**config.mk**
```make
export PLATFORM = sky130hd
export DESIGN_NAME = emesh_packet_arb
export DESIGN_NICKNAME = d
export VERILOG_FILES = /design/src/rtl/emesh_packet_arb.sv
export SDC_FILE = /design/constraint.sdc
export NUM_CORES = 1
export LEC_CHECK = 0
export ABC_AREA = 1
export CAP_MARGIN = 10
export CORE_AREA = 2 2 207 209
export DETAILED_ROUTE_END_ITERATION = 8
export DIE_AREA = 0 0 209 211
export GPL_TIMING_DRIVEN = 0
export PLACE_DENSITY = 0.61
export SYNTH_ARGS = -nofsm -noshare
export SYNTH_HDL_FRONTEND = slang
export SYNTH_SLANG_ARGS = --single-unit
```
**constraint.sdc**
```tcl
create_clock -name clk -period 6.85 [get_ports clk]
set_input_delay 0.685 -clock clk [delete_from_list [all_inputs] [get_ports clk]]
set_output_delay 0.685 -clock clk [all_outputs]
set_load 0.1 [all_outputs]
```
**src/rtl/emesh_packet_arb.sv**
```systemverilog
// N-to-1 emesh packet arbiter with a single-entry registered output stage.
// Define EMESH_ARB_RR_EN for round-robin arbitration; otherwise lowest index wins.
module emesh_packet_arb #(
    parameter int unsigned N  = 4,
    parameter int unsigned PW = 104
) (
    input  logic            clk,
    input  logic            reset,
    input  logic [N-1:0]    access_in,
    input  logic [N*PW-1:0] packet_in,
    output logic [N-1:0]    wait_out,
    output logic            access_out,
    output logic [PW-1:0]   packet_out,
    input  logic            wait_in,
    output logic [N-1:0]    grant_out
);

    localparam int unsigned PTRW = $clog2(N);
    localparam int unsigned SW   = PTRW + 1;

    logic                   w_ready;
    logic                   w_found;
    logic [PTRW-1:0]        w_idx;
    logic [N-1:0]           w_grant;
    logic [N-1:0][PW-1:0]   w_pkts;
    logic                   r_access;
    logic [PW-1:0]          r_packet;

    assign w_pkts  = packet_in;
    assign w_ready = ~r_access | ~wait_in;

`ifdef EMESH_ARB_RR_EN
    logic [PTRW-1:0] r_ptr;
    logic [SW-1:0]   w_nxt;

    // First active requester searching upward from r_ptr, wrapping mod N.
    always_comb begin : arb
        logic [SW-1:0] v_sum;
        w_found = 1'b0;
        w_idx   = '0;
        v_sum   = '0;
        for (int unsigned off = 0; off < N; off++) begin
            v_sum = SW'(r_ptr) + SW'(off);
            if (v_sum >= SW'(N)) begin
                v_sum = v_sum - SW'(N);
            end
            if (!w_found && access_in[v_sum[PTRW-1:0]]) begin
                w_found = 1'b1;
                w_idx   = v_sum[PTRW-1:0];
            end
        end
    end

    assign w_nxt = SW'(w_idx) + SW'(1);

    always_ff @(posedge clk or posedge reset) begin
        if (reset) begin
            r_ptr <= '0;
        end else if (|w_grant) begin
            r_ptr <= (w_nxt == SW'(N)) ? '0 : w_nxt[PTRW-1:0];
        end
    end
`else
    // Lowest active index wins; no history.
    always_comb begin : arb
        w_found = 1'b0;
        w_idx   = '0;
        for (int unsigned i = 0; i < N; i++) begin
            if (!w_found && access_in[PTRW'(i)]) begin
                w_found = 1'b1;
                w_idx   = PTRW'(i);
            end
        end
    end
`endif

    always_comb begin
        w_grant = '0;
        if (!reset && w_ready && w_found) begin
            w_grant[w_idx] = 1'b1;
        end
    end

    // Output stage loads whenever it is empty or being drained this cycle.
    always_ff @(posedge clk or posedge reset) begin
        if (reset) begin
            r_access <= 1'b0;
            r_packet <= '0;
        end else if (w_ready) begin
            r_access <= |w_grant;
            if (|w_grant) begin
                r_packet <= w_pkts[w_idx];
            end
        end
    end

    assign grant_out  = w_grant;
    assign wait_out   = reset ? '1 : (access_in & ~w_grant);
    assign access_out = r_access;
    assign packet_out = r_packet;

endmodule
```
Word-level counts from Yosys, hierarchy flattened. Cells that the tools add are included.

Magnitude comparators: 2. Multiply operators: 0. Divide/modulo/power cells: 0. Multiplexer cells: 13. Reductions and logical operators: 12. Shift-type cells: 0. $add $sub $neg: 0. Eq/ne operators: 0. Bitwise logic cells: 5.

Operator list (count): binary-select mux 104 bit (select 2 bit) (1); 2-to-1 mux 104 bit (1); 2-to-1 mux 4 bit (2); logical AND 1 bit (6); 2-to-1 mux 1 bit (6); bitwise AND 4 bit (1); zero test 1 bit (4); 2-to-1 mux 2 bit (2); inverter 4 bit (1); OR reduction 4 bit (1); < comparator 2 x 3 -> 1 bit (second input constant) (1); demux 1 bit (select 2 bit) (1); >= comparator 2 x 1 -> 1 bit (second input constant) (1); inverter 1 bit (2); AND reduction 2 bit (1); bitwise OR 1 bit (1).

Bits in latches: 0. Bits in writable memories: 0. Memories: 0. Output and inout bits: 113. Logic and storage cells: 34. ROM bits: 0. Register bits after elaboration: 105. Input bits: 423.

Longest topological paths before layout.
Depth in word-level cells: 18. Mapped depth: 11. Gate-level depth less buffers: 9.

Worst setup path after synthesis. OpenSTA, ideal clock, no wires.

Path type: register -> output. Start: reg r_access, in the netlist access_out. End: out wait_out[2]. Stages on the path, launching flop included: 5. Setup slack: 404 ps. Arrival time: 5761 ps. Path buffers: 0. Cells stage by stage: dfrtp_1 -> a21oi_1 -> inv_1 -> nor4_1 -> a21oi_1.

Longest elaborated chain between the ends: 8.

Ends and longest elaborated chain: start, declared (line 26) `logic r_access;`; start signal, assigned (line 90) `r_access <= |w_grant;`; inverter 1 bit (line 30) `assign w_ready = ~r_access | ~wait_in;`; bitwise OR 1 bit (line 30); logical AND 1 bit (2 in a row) (line 79) `if (!reset && w_ready && w_found) begin`; 2-to-1 mux 4 bit (line 79); via grant_out[2] (line 15) `output logic [N-1:0] grant_out`; inverter 4 bit (line 98) `assign wait_out = reset ? '1 : (access_in & ~w_grant);`; bitwise AND 4 bit (line 98); 2-to-1 mux 4 bit (line 98); end, declared (line 11) `output logic [N-1:0] wait_out,`.

The timed path passes the listed nets, and every way through them passes these cells.

Final worst setup path.
Start: in access_in[0]. End: out wait_out[1].

Longest elaborated chain between the ends: 18. Elaborated cells on any way between the ends: 23.

Ends and longest elaborated chain: start, declared (line 9) `input logic [N-1:0] access_in,`; 2-to-1 mux 1 bit * (line 69) `if (!w_found && access_in[PTRW'(i)]) begin`; zero test 1 bit (line 69); logical AND 1 bit (line 69); 2-to-1 mux 1 bit (line 69); zero test 1 bit (line 69); logical AND 1 bit (line 69); 2-to-1 mux 1 bit (line 69); zero test 1 bit (line 69); [... 2 more ...]; < comparator 2 x 3 -> 1 bit (not written as such) or >= comparator 2 x 1 -> 1 bit (tied branches) (line 80) `w_grant[w_idx] = 1'b1;`; logical AND 1 bit (not written as such) (line 80); 2-to-1 mux 1 bit (not written as such) (line 80); demux 1 bit (select 2 bit) (line 80); 2-to-1 mux 4 bit * (line 79); inverter 4 bit * (line 98); bitwise AND 4 bit * (line 98); 2-to-1 mux 4 bit * (line 98).

Mark *: on every way between the ends. The rest lies on a longest branch, timed or not.

==> results.cfg <==
[status]
status = complete, no violations

[global_routing]
grt-ovfl-total = 0
grt_start_max_net_pins = 71
groute.usage.overall_pct = 19.6
grt_pass1_vias = 11681
grt_first_pass_wirelength_um = 65900
grt_antenna_before_repair = 1

[clock_tree]
cts_buffers = 9
clk-insertion-delay-late_ns = 0.38
h-tree-depth = 3
cts.path.max_buffers = 2
cts_resized = 0
clkSlewWorstSetupHoldPaths_ns = 0.07
cts_tree = done
cts_root_buf = clkbuf_16
post_cts_buffers = 0
clock_sinks = 105
hold_buffers = 0

[timing]
period_share_pct = 63.3
tightest_slew_ns = 1.06
tns_ns = 0
hold_viol = 0
rsz0062_at_grt = no
fin_hold_ws_ns = 0.478
timing.final.max_slew_violations = 0
skew_ns = 0.0113
finalSetupViolCount = 0
min_period_ns = 4.34
layout_setup_ws_ns = 2.51
fmaxAchievable_ghz = 0.231
max_slew_margin_pct = 29.3

[worst_setup_path]
critical_path_class = in -> out
worstSetupEndpointType = output pin
worstPathArrival_ns = 3.65
worst-path-buf-inv = 4
crit-reg2reg-launch = access_out$_DFFE_PP0N_
r2r_cells = 7
crit_top_cell = clkdlybuf4s50_1
crit_end = wait_out[1]
critical-path-top-delay-family = buffers and inverters
crit_required_ns = 6.16
critical_path_depth = 7
r2r-end = packet_out[24]$_DFFE_PP0P_
cpMaxStageDelayCell = clkdlybuf4s50_1
critical_path.max_fanout = 10
reg2reg_slack_ns = 4.54
path_cells = clkdlybuf4s50_1 > nor2_4 > inv_2 > clkbuf_1 > nor2_1 > o21ai_0 > clkdlybuf4s50_1
startpoint = access_in[0]
slowest_delay_ns = 1.17
cp-start-kind = input port

[worst_hold_path]
hp-class = reg -> reg

[drt]
ant_nets = 0
drc = 0
drtPass1Iterations = 5
vias = 11652
wl_per_cell_um = 15.8
wl_um = 43900
first_iter_violations = 504
avgViaCountPerCell = 4.19

[power]
p_int_mw = 1.61
seqPwrFrac_pct = 24.4
clkPwrFrac_pct = 17.4
power_mw = 3.28
vdd_drop_max_mv = 0.106
power.density_nw_per_um2 = 212
p_sw_mw = 1.67
p_sw_share_pct = 51.0
p_leak_nw = 8.54
share_comb_of_total_power_pct = 58.2

[floorplan]
die_area_um2 = 44100
die_y_um = 211
io_pins = 536
std_cell_rows = 75
die_w_um = 209
initial_core_util_pct = 21.8
core-area_um2 = 41800

[layout]
drive_gt1_share_pct = 4.24
fin_cells = 2779
nets = 2657
final_core_util_pct = 37.1
syn2layout_area_growth_pct = 70.0
final_area_um2 = 15500

[placement]
dpl_cell_area_um2 = 15200
dp_cells = 2762
hpwl_um = 35700
portBuffers = 535
place.gp.congestion = 0.937
place_ws_ns = 2.49

[synth]
syn_inst = 1687
ys_seq_elements = 105
synth_warnings = 0
syn_nets = 2110
seq_area_frac_synth_pct = 28.8
syn_area_um2 = 9120
syn-mean-instance-area_um2 = 5.40
synth_cell_types = 19

[job]
drv_cap = 0
synth_stat cells (all sizes together):
cell type,n,area [um^2]
buf,67,370
clkbuf,32,120
nor2,7,36.3
nand3,209,1050
o21ai,108,548
inv,399,1500
dfrtp,105,2630
a21oi,2,10.0
nand2,732,2760
nor4,1,6.26
clkinv,25,93.8
cell usage in the layout (no fill, tap or decap), types with 4 or more instances in the layout:
| cell type | count |
|---|---|
| buf_2 | 53 |
| buf_4 | 14 |
| clkbuf_1 | 32 |
| clkbuf_16 | 9 |
| clkdlybuf4s50_1 | 535 |
| clkinv_1 | 25 |
| dfrtp_1 | 105 |
| inv_1 | 394 |
| inv_2 | 4 |
| nand2_1 | 731 |
| nand3_1 | 208 |
| nor2_1 | 5 |
| o21ai_0 | 56 |
| o21ai_1 | 50 |
power by group through the flow:
| stage | logic [mW] | clock network, mW | registers, mW |
|---|---|---|---|
| floorplan | 0.399 | 0 | 1.65 |
| global placement | 1.91 | 0 | 0.810 |
| detailed placement | 1.92 | 0 | 0.813 |
| CTS | 1.92 | 0.600 | 0.803 |
| global route | 2.02 | 0.619 | 0.818 |
| finish | 1.91 | 0.570 | 0.802 |
worst reg2reg max path: cells and delay by family, from the launching register on:
family / cells / cell delay [ns]
buffers and inverters: 3 / 0.92
AOI/OAI and AO/OA: 2 / 0.74
DFF: 1 / 0.41
and+or+nand+nor: 2 / 0.16
logic make-up (layout without fill, tap and decap cells):
group                  after synthesis  in the layout  synth area share (%)
buffers and inverters              523           1075                  22.8
AND/OR/NAND/NOR                    949            949                  42.2
other                                0              1                     0
AO/OA/AOI/OAI                      110            110                  6.12
flip-flops                         105            105                  28.8
layer usage:
layer	wire (um)	vias to the layer above	GRT usage (%)
met5	0	-	0
met4	1040	0	6.65
met3	3360	52	5.01
met2	21700	424	35.2
met1	17900	5186	22.7
li1	-	5990	-
worst min path at each step:
stage	endpoint	startpoint	cells after the start	slack, ns
2_1_floorplan	access_out$_DFFE_PP0N_	wait_in	2	0.82
3_3_place_gp	packet_out[40]$_DFFE_PP0P_	packet_out[40]$_DFFE_PP0P_	2	0.46
3_5_place_dp	packet_out[2]$_DFFE_PP0P_	packet_out[2]$_DFFE_PP0P_	2	0.46
4_1_cts	packet_out[2]$_DFFE_PP0P_	packet_out[2]$_DFFE_PP0P_	2	0.48
5_1_grt	packet_out[33]$_DFFE_PP0P_	packet_out[33]$_DFFE_PP0P_	2	0.50
6_report	packet_out[96]$_DFFE_PP0P_	packet_out[96]$_DFFE_PP0P_	2	0.48
layout make-up:
class	instances	area, um^2
buffer	99	490
tap	539	674
clock inverter	5	62.6
timing repair buffer	536	5380
inverter	424	1600
clock buffer	11	253
antenna	1	2.50
fill	4608	26300
sequential	105	2630
multi-input combinational	1059	4410
flip-flops by register name, indices dropped and copies added (netlist names):
signal	cells
packet_out	104
access_out	1
(Power assumes the default switching activity.)
